===== src/rtl/load_store_unit_pkg.sv =====
// rtl/load_store_unit_pkg.sv - shared opcodes, funct3 size codes, FSM states and decode helpers
package load_store_unit_pkg;

  localparam logic [6:0] OPCODE_L_TYPE = 7'b0000011;
  localparam logic [6:0] OPCODE_S_TYPE = 7'b0100011;

  localparam logic [2:0] F3_B  = 3'b000;
  localparam logic [2:0] F3_H  = 3'b001;
  localparam logic [2:0] F3_W  = 3'b010;
  localparam logic [2:0] F3_BU = 3'b100;
  localparam logic [2:0] F3_HU = 3'b101;

  typedef enum logic [1:0] {
    ST_IDLE = 2'd0,
    ST_REQ  = 2'd1,
    ST_DONE = 2'd2,
    ST_ERR  = 2'd3
  } lsu_state_e;

  function automatic logic funct3_legal(input logic is_load, input logic [2:0] f3);
    logic ok;
    ok = 1'b0;
    case (f3)
      F3_B, F3_H, F3_W: ok = 1'b1;
      F3_BU, F3_HU:     ok = is_load;
      default:          ok = 1'b0;
    endcase
    return ok;
  endfunction

  function automatic logic [3:0] byte_enables(input logic [2:0] f3, input logic [1:0] addr_lo);
    logic [3:0] be;
    case (f3[1:0])
      2'b00:   be = 4'b0001 << addr_lo;
      2'b01:   be = addr_lo[1] ? 4'b1100 : 4'b0011;
      default: be = 4'b1111;
    endcase
    return be;
  endfunction

  function automatic logic misaligned(input logic [2:0] f3, input logic [1:0] addr_lo);
    return ((f3[1:0] == 2'b01) && addr_lo[0]) || ((f3[1:0] == 2'b10) && (addr_lo != 2'b00));
  endfunction

endpackage


===== src/rtl/load_store_unit_load_align.sv =====
// rtl/load_store_unit_load_align.sv - combinational load lane select with sign/zero extension
module lsu_load_align
  import load_store_unit_pkg::*;
(
  input  logic [31:0] mem_rdata_i,
  input  logic [1:0]  addr_lo_i,
  input  logic [2:0]  funct3_i,
  output logic [31:0] load_data_o
);

  logic [7:0]  byte_sel;
  logic [15:0] half_sel;

  always_comb begin
    byte_sel    = mem_rdata_i[{addr_lo_i, 3'b000} +: 8];
    half_sel    = addr_lo_i[1] ? mem_rdata_i[31:16] : mem_rdata_i[15:0];
    load_data_o = mem_rdata_i;
    case (funct3_i)
      F3_B:    load_data_o = {{24{byte_sel[7]}}, byte_sel};
      F3_H:    load_data_o = {{16{half_sel[15]}}, half_sel};
      F3_BU:   load_data_o = {24'd0, byte_sel};
      F3_HU:   load_data_o = {16'd0, half_sel};
      default: load_data_o = mem_rdata_i;
    endcase
  end

endmodule


===== src/rtl/load_store_unit.sv =====
// rtl/load_store_unit.sv - single-request load/store unit; LSU_MISALIGN_TRAP_EN traps misaligned half/word accesses
module load_store_unit
  import load_store_unit_pkg::*;
#(
  parameter int unsigned ACK_TIMEOUT = 255
) (
  input  logic        clk,
  input  logic        rst,
  input  logic        start,
  input  logic [6:0]  opcode,
  input  logic [2:0]  funct3,
  input  logic [31:0] addr,
  input  logic [31:0] wdata,
  output logic        busy,
  output logic        done,
  output logic        err,
  output logic [31:0] load_data,
  output logic        mem_req,
  output logic        mem_we,
  output logic [31:0] mem_addr,
  output logic [31:0] mem_wdata,
  output logic [3:0]  mem_be,
  input  logic        mem_ack,
  input  logic [31:0] mem_rdata
);

  localparam logic [15:0] TIMEOUT_LAST = 16'(ACK_TIMEOUT - 1);

  lsu_state_e  state_q, state_d;
  logic [15:0] cnt_q, cnt_d;
  logic        mem_we_q, mem_we_d;
  logic [31:0] mem_addr_q, mem_addr_d;
  logic [31:0] mem_wdata_q, mem_wdata_d;
  logic [3:0]  mem_be_q, mem_be_d;
  logic [2:0]  funct3_q, funct3_d;
  logic [1:0]  addr_lo_q, addr_lo_d;
  logic [31:0] load_data_q, load_data_d;

  logic        is_load, is_store, misalign_trap;
  logic [31:0] aligned_data;

  assign is_load  = (opcode == OPCODE_L_TYPE);
  assign is_store = (opcode == OPCODE_S_TYPE);

`ifdef LSU_MISALIGN_TRAP_EN
  assign misalign_trap = misaligned(funct3, addr[1:0]);
`else
  assign misalign_trap = 1'b0;
`endif

  lsu_load_align u_load_align (
    .mem_rdata_i (mem_rdata),
    .addr_lo_i   (addr_lo_q),
    .funct3_i    (funct3_q),
    .load_data_o (aligned_data)
  );

  always_comb begin
    state_d     = state_q;
    cnt_d       = cnt_q;
    mem_we_d    = mem_we_q;
    mem_addr_d  = mem_addr_q;
    mem_wdata_d = mem_wdata_q;
    mem_be_d    = mem_be_q;
    funct3_d    = funct3_q;
    addr_lo_d   = addr_lo_q;
    load_data_d = load_data_q;
    case (state_q)
      ST_IDLE: begin
        if (start && (is_load || is_store)) begin
          if (!funct3_legal(is_load, funct3) || misalign_trap) begin
            state_d = ST_ERR;
          end else begin
            // Bus request fields are latched here and held for the whole REQ phase.
            state_d    = ST_REQ;
            cnt_d      = 16'd0;
            mem_we_d   = is_store;
            mem_addr_d = {addr[31:2], 2'b00};
            mem_be_d   = byte_enables(funct3, addr[1:0]);
            funct3_d   = funct3;
            addr_lo_d  = addr[1:0];
            case (funct3[1:0])
              2'b00:   mem_wdata_d = {4{wdata[7:0]}};
              2'b01:   mem_wdata_d = {2{wdata[15:0]}};
              default: mem_wdata_d = wdata;
            endcase
          end
        end
      end
      ST_REQ: begin
        if (mem_ack) begin
          state_d = ST_DONE;
          if (!mem_we_q) load_data_d = aligned_data;
        end else if (cnt_q == TIMEOUT_LAST) begin
          state_d = ST_ERR;
        end else begin
          cnt_d = cnt_q + 16'd1;
        end
      end
      ST_DONE: state_d = ST_IDLE;
      ST_ERR:  state_d = ST_IDLE;
      default: state_d = ST_IDLE;
    endcase
  end

  always_ff @(posedge clk or posedge rst) begin
    if (rst) begin
      state_q     <= ST_IDLE;
      cnt_q       <= 16'd0;
      mem_we_q    <= 1'b0;
      mem_addr_q  <= 32'd0;
      mem_wdata_q <= 32'd0;
      mem_be_q    <= 4'd0;
      funct3_q    <= 3'd0;
      addr_lo_q   <= 2'd0;
      load_data_q <= 32'd0;
    end else begin
      state_q     <= state_d;
      cnt_q       <= cnt_d;
      mem_we_q    <= mem_we_d;
      mem_addr_q  <= mem_addr_d;
      mem_wdata_q <= mem_wdata_d;
      mem_be_q    <= mem_be_d;
      funct3_q    <= funct3_d;
      addr_lo_q   <= addr_lo_d;
      load_data_q <= load_data_d;
    end
  end

  assign busy      = (state_q != ST_IDLE);
  assign done      = (state_q == ST_DONE);
  assign err       = (state_q == ST_ERR);
  assign mem_req   = (state_q == ST_REQ);
  assign mem_we    = mem_we_q;
  assign mem_addr  = mem_addr_q;
  assign mem_wdata = mem_wdata_q;
  assign mem_be    = mem_be_q;
  assign load_data = load_data_q;

endmodule


===== config.mk =====
export PLATFORM = sky130hd
export DESIGN_NAME = load_store_unit
export DESIGN_NICKNAME = d
export VERILOG_FILES = /design/src/rtl/load_store_unit_pkg.sv /design/src/rtl/load_store_unit_load_align.sv /design/src/rtl/load_store_unit.sv
export SDC_FILE = /design/constraint.sdc
export NUM_CORES = 1
export LEC_CHECK = 0
export ABC_AREA = 1
export ABC_CLOCK_PERIOD_IN_PS = 9200
export CORE_AREA = 2 2 150 152
export DETAILED_ROUTE_END_ITERATION = 8
export DIE_AREA = 0 0 152 154
export GPL_TIMING_DRIVEN = 0
export PLACE_DENSITY = 0.59
export SLEW_MARGIN = 10
export SYNTH_ARGS = -nofsm -noshare
export SYNTH_HDL_FRONTEND = slang
export SYNTH_SLANG_ARGS = --single-unit

===== constraint.sdc =====
create_clock -name clk -period 9.2 [get_ports clk]
set_clock_uncertainty 0.1 [all_clocks]
set_input_delay 1.38 -clock clk [delete_from_list [all_inputs] [get_ports clk]]
set_output_delay 1.38 -clock clk [all_outputs]
set_load 0.01 [all_outputs]

==> summary.txt, run 1 <==
Die
  – Die W: between 150 and 200 um
  – # IOs: ~220
  – Starting density of the core: between 20% and 30%
  – Full die area: 0.0234 mm^2
  – # rows: 54
  – Chip Height: ~150 um
  – Core ar.: roughly 0.022 mm^2

Clock network
  – Num CTS Buffers: 17
  – Postcts setup bufs: 0
  – H-tree Lvls: 4
  – CTS root buf: clkbuf_16
  – CTS tree: yes
  – Maximum clock path buffer count: 2
  – Worst skew pair latency: just over 0.4 ns
  – Post_cts resized: 0
  – Clock transition at path regs: approximately 0.06 ns
  – CTS Hold Bufs: 0
  – Clock Sink Count: roughly 120

Logic synthesis
  – Mapped Cells: 876
  – Syn Area/Cell: roughly 7.3 um^2
  – Synth warn: 0
  – Yosys reg bits: 122
  – Seq/Total Area, Yosys: between 40% and 50%
  – Yosys cell types: 26
  – Mapped cell area: ~0.0064 mm^2

Critical path
  – CP arrival: 2.25 ns
  – Critical path required time: a little under 8 ns
  – Critical Path Source Type: flop
  – Crit path max fanout: 10
  – Crit-path cells: inv_1 > nand2_1 > inv_2 > clkbuf_1 > clkdlybuf4s50_1
  – Critical path type: flop to output port
  – Crit Reg-Reg Endpoint: mem_wdata[2]
  – Critical Path Sink Type: output port
  – FF-to-FF Start: state_q[1]
  – Slowest-stage cell, CP: clkdlybuf4s50_1
  – WP buf/inv: 4
  – R2R Setup Slk: roughly 7.2 ns
  – Crit path max-delay family: buffers and inverters
  – Reg2Reg Depth: 7
  – Slowest stage delay, CP: around 0.64 ns

Detailed routing
  – Final ANT Viol Nets: 0
  – Residual DRC: 0
  – Total Wirelength: approximately 21000 um
  – Vias after detailed routing: 6358
  – Routed vias/inst: 4.54
  – 1st-pass router iterations: 5
  – Initial DRC Count: 357
  – Routed len/inst: approximately 15 um

Timing
  – Final Max Tran Viols: 0
  – Fin. Hold Viols: 0
  – F_max: 268 MHz
  – RSZ-0062 raised after global routing: no
  – Final setup fails: 0
  – Worst slew pin tran: about 0.56 ns
  – Min Tclk post-route: between 3 and 4 ns
  – Total Negative Setup Slacks: 0 ns
  – Tcrit/Tclk final: roughly 41%
  – Slew HR: ~63%

Hold path
  – Worst Hold End: mem_addr[18]
  – WHS Path Cells: 2
  – Hold path start: mem_addr[18]
  – HP Class: flop to flop

Final layout
  – Core Util, Final: between 40% and 50%
  – Ant. Diodes: 0
  – Area growth syn-to-layout: 48.9%
  – Fill count: approximately 2200
  – Layout cells sized above 1: 7.31%
  – Final Cell Area: about 0.0096 mm^2
  – Fin nets: around 1200
  – Non-filler instance count after layout: between 1000 and 1500

GRT
  – First-pass GRT wire length: 34200 um
  – GRT Total Usage: a little under a fifth
  – Vias in the first global route: between 6000 and 7000
  – Initial antenna violation count: 0
  – Largest net degree at the start of global routing: 69
  – GR Overflow Total: 0

Place
  – Detailed placement HPWL: between 15000 and 20000 um
  – Area after DPL: ~0.009 mm^2
  – Gp weighted congestion: approximately 0.87
  – Cell Count Post-Placement: 1370
  – Port buffer count: 212

Flow run
  – Maxcap violations: 0

Run status
  – Status: finished clean

Power
  – VDD IR-drop max: roughly 110 uV
  – Pleak: approximately 4.5 nW
  – PwrDens: between 150 and 200 mW/mm^2
-- worst reg2reg max path, stage by stage (launching register included) --
cell	delay (ns)
dfrtp_1	0.39
nor2_1	0.34
nand3_2	0.18
inv_2	0.21
nand2_2	0.11
clkbuf_1	0.28
o21ai_1	0.21
inv_1	0.05
-- Yosys cell counts, drive strengths merged --
master / count / share of area [%]
nand2: 261 / 15
dfrtp: 122 / 48
inv: 117 / 6.8
o21ai: 96 / 7.5
nand3: 74 / 5.9
nor2: 73 / 4.3
a21oi: 38 / 3.0
buf: 26 / 2.8
o21bai: 21 / 2.5
clkbuf: 18 / 1.1
or2: 12 / 1.2
nand4: 6 / 0.58
nor3: 3 / 0.41
o211ai: 3 / 0.35
ha: 2 / 0.39
a211oi: 1 / 0.12
a31oi: 1 / 0.097
clkinv: 1 / 0.058
conb: 1 / 0.058
-- layout make-up --
| class | instances | area (um^2) | area share (%) |
|---|---|---|---|
| Clock inverter | 13 | 193 | 2.02 |
| Clock buffer | 18 | 439 | 4.59 |
| Tap cell | 280 | 350 | 3.66 |
| Timing Repair Buffer | 213 | 2150 | 22.5 |
| Multi-Input combinational cell | 593 | 2680 | 28.1 |
| Sequential cell | 122 | 3050 | 31.9 |
| Buffer | 44 | 246 | 2.58 |
| Inverter | 118 | 448 | 4.68 |
-- logic make-up after synthesis --
kind of cell,share of synthesized area (%)
simple gates,27.8
other cells,0.0584
buf+inv,10.7
compound gates,13.5
fa+ha+maj,0.390
flops,47.5
-- per-stage QoR --
stage                     worst slack, ns  total power, mW  hold slack, ns
after floorplan                      4.48            0.761           0.381
after global placement               2.30            0.953           0.354
after detailed placement             5.76            0.957           0.357
after CTS                            5.42             1.70           0.373
after global routing                 5.33             1.76           0.397
final                                5.47             1.67           0.370
-- cells in the final DEF (no fill, tap or decap), types with 5 or more instances in the layout --
master and n:
o21bai_1 21, buf_2 14, o21ai_0 76, or2_2 12, nand2_1 256, nor2_1 73
o21ai_1 20, nand4_1 6, clkdlybuf4s50_1 212, nand3_1 72, clkbuf_16 17, inv_1 113
buf_4 7, a21oi_1 38, dfrtp_1 122, clkbuf_1 18, nand2_2 5, buf_6 5
-- metal layers --
layer	part of all wire [%]	up-vias	wire length, um	global-route usage (%)
met1	44	2936	9350	23.2
met4	0.83	0	175	3.56
met2	47	190	9890	29.6
met5	0	-	0	0
met3	8.3	12	1750	7.16
li1	-	3220	-	-
-- worst max path at each step --
| stage | startpoint | end | slack, ns | cells after the start |
|---|---|---|---|---|
| final | state_q[1] | mem_req | 5.47 | 5 |
| after global routing | state_q[1] | mem_req | 5.33 | 5 |
| after CTS | state_q[1] | mem_req | 5.42 | 5 |
| after detailed placement | funct3[0] | funct3_q[1] | 5.76 | 7 |
| after global placement | rst | mem_wdata[1] | 2.30 | 2 |
| after floorplan | rst | addr_lo_q[0] | 4.48 | 1 |
-- power breakdown --
group / switching [mW] / internal, mW / leakage [nW]
sequential: 0.0296 / 0.588 / 1.54
combinational: 0.152 / 0.175 / 2.66
clock: 0.267 / 0.463 / 0.303
total: 0.448 / 1.23 / 4.51
-- registers in the layout, summed over array words and instances, names as in the netlist --
register   cells
load_data     32
funct3_q       3
mem_we         1
mem_be         4
state_q        2
mem_addr      30
cnt_q         16
addr_lo_q      2
mem_wdata     32
No activity file was read; power rests on OpenSTA's default activity.
==> inputs of run 2 (changes only) <==
ABC_CLOCK_PERIOD_IN_PS = 3100   (was 9200)
PLACE_DENSITY = 0.61   (was 0.59)
clock period = 3.1 ns   (was 9.2 ns; I/O delays follow)
==> run 2 against run 1 <==
Compared with the run above: via count rose by 0.60%; first-iteration DRC count rose by 0.56%; worst setup slack got worse by 5.2 ns; global-route usage barely moved; largest power group unchanged; power rose to 2.8 times the previous value; cell area fell by 0.51%; non-clock buffer count rose by 2; register-to-register slack got worse by 6.1 ns; combinational power rose to 3.0 times the previous value; sequential power rose to 3.0 times the previous value.
==> summary.txt, run 2 (synthesis results as in run 1) <==
Clock network
  – Num CTS Buffers: 17
  – Maximum clock path buffer count: 2
  – CTS Hold Bufs: 0
  – Worst skew pair latency: between 0.4 and 0.5 ns
  – Clock Sink Count: ~120
  – Post_cts resized: 0
  – Clock transition at path regs: roughly 0.060 ns
  – CTS tree: yes
  – Postcts setup bufs: 0
  – CTS root buf: clkbuf_16
  – H-tree Lvls: 4

Die
  – # rows: 54
  – Chip Height: between 150 and 200 um
  – Starting density of the core: roughly 30%
  – Full die area: 0.0234 mm^2
  – Die W: between 150 and 200 um
  – Core ar.: 0.0217 mm^2
  – # IOs: 215

GRT
  – GRT met3 Usage: 5.92%
  – GR Overflow Total: 0
  – Vias in the first global route: around 6400
  – Met2 GRT Util: between 20 and 30%
  – Initial antenna violation count: 0
  – Largest net degree at the start of global routing: 36
  – First-pass GRT wire length: 34400 um
  – GR Util met1: between 20% and 30%
  – GRT Total Usage: 18.2%
  – Busiest grt layer: met2

Place
  – Detailed placement HPWL: ~16000 um
  – Gp weighted congestion: roughly 0.88
  – Cell Count Post-Placement: roughly 1400
  – Setup slack at placement: roughly 0.60 ns
  – Port buffer count: roughly 210

Timing
  – Final Max Tran Viols: 0
  – Worst slew pin tran: 0.585 ns
  – Slew HR: around three fifths
  – RSZ-0062 raised after global routing: no
  – Min Tclk post-route: around 2.8 ns
  – F_max: about 360 MHz
  – Tcrit/Tclk final: between 90% and 100%
  – Worst setup margin: between 0.2 and 0.3 ns
  – Total Negative Setup Slacks: 0 ns
  – Fin. Hold Viols: 0
  – Final setup fails: 0
  – Worst hold slack: 0.369 ns

Final layout
  – Layout cells sized above 1: under 10%
  – Area growth syn-to-layout: 48.1%
  – Reg area: a little over 0.003 mm^2
  – Multi-input gate area: between 0.002 and 0.003 mm^2
  – Highest-count cells in the layout ignoring fill and taps: nand2_1 (256), clkdlybuf4s50_1 (212), dfrtp_1 (122), inv_1 (113), o21ai_0 (76)
  – Most common cell after layout, fill and taps aside: nand2_1
  – Ant. Diodes: 0
  – Fin nets: 1223
  – Fill count: about 2200
  – Non-filler instance count after layout: 1404
  – Core Util, Final: between 40 and 50%

Power
  – VDD IR-drop max: about 290 uV
  – Pleak: between 4 and 5 nW
  – PwrDens: 492 mW/mm^2

Detailed routing
  – Initial DRC Count: 359
  – 1st-pass router iterations: 4
  – Total Wirelength: 21000 um
  – Routed vias/inst: between 4 and 5
  – Vias after detailed routing: 6396
  – Residual DRC: 0
  – Final ANT Viol Nets: 0
  – Routed len/inst: around 15 um

Critical path
  – Critical Path Sink Type: output port
  – Critical path type: flop to output port
  – Critical Path Source Type: flop
  – Critical path required time: 2.53 ns
  – CP arrival: around 2.3 ns
  – Crit path max fanout: 10

Hold path
  – HP Class: input pin to asynchronous set/reset pin

Flow run
  – Maxcap violations: 0

Run status
  – Status: finished clean
run 2: through the flow:
| stage | instance area, um^2 | power (mW) |
|---|---|---|
| global route | 9510 | 4.94 |
| global placement | 8900 | 2.83 |
| floorplan | 6430 | 2.26 |
| finish | 9510 | 4.68 |
| CTS | 9510 | 4.75 |
| detailed placement | 8960 | 2.84 |
run 2: worst paths after layout:
kind                                 end    startpoint  slack, ns  depth (start not counted)
min reg2reg                 mem_addr[17]  mem_addr[17]       0.37                          2
max reg2reg                 mem_wdata[5]    state_q[0]       1.13                          7
min in group clk            mem_addr[17]  mem_addr[17]       0.37                          2
min                             cnt_q[9]           rst       0.37                          2
max                              mem_req    state_q[1]       0.29                          5
max in group asynchronous  mem_wdata[30]           rst       1.96                          3
run 2: report_power, final:
part	switching [mW]	leakage [nW]	internal (mW)	total, mW
clock network	0.813	0.262	1.06	1.87
registers	0.0916	1.54	1.74	1.84
logic	0.451	2.67	0.524	0.975
run 2: layout make-up:
type | count | area share (%)
flip-flops and latches | 122 | 32.1
multi-input cells | 593 | 28.2
repair buffers | 215 | 22.9
inverters | 118 | 4.70
clock buffers | 18 | 4.62
well taps | 280 | 3.68
plain buffers | 44 | 2.59
clock inverters | 14 | 1.18
run 2: critical path, cell delays in order (launching register included):
cell	delay, ns
dfrtp_1	0.39
inv_1	0.08
nand2_1	0.12
inv_2	0.17
clkbuf_1	0.44
clkdlybuf4s50_1	0.64
run 2: routing by layer:
| layer | routed length [um] | vias to the layer above |
|---|---|---|
| li1 | - | 3227 |
| met1 | 9260 | 2954 |
| met2 | 9910 | 200 |
| met3 | 1610 | 15 |
| met4 | 182 | 0 |
| met5 | 0 | - |
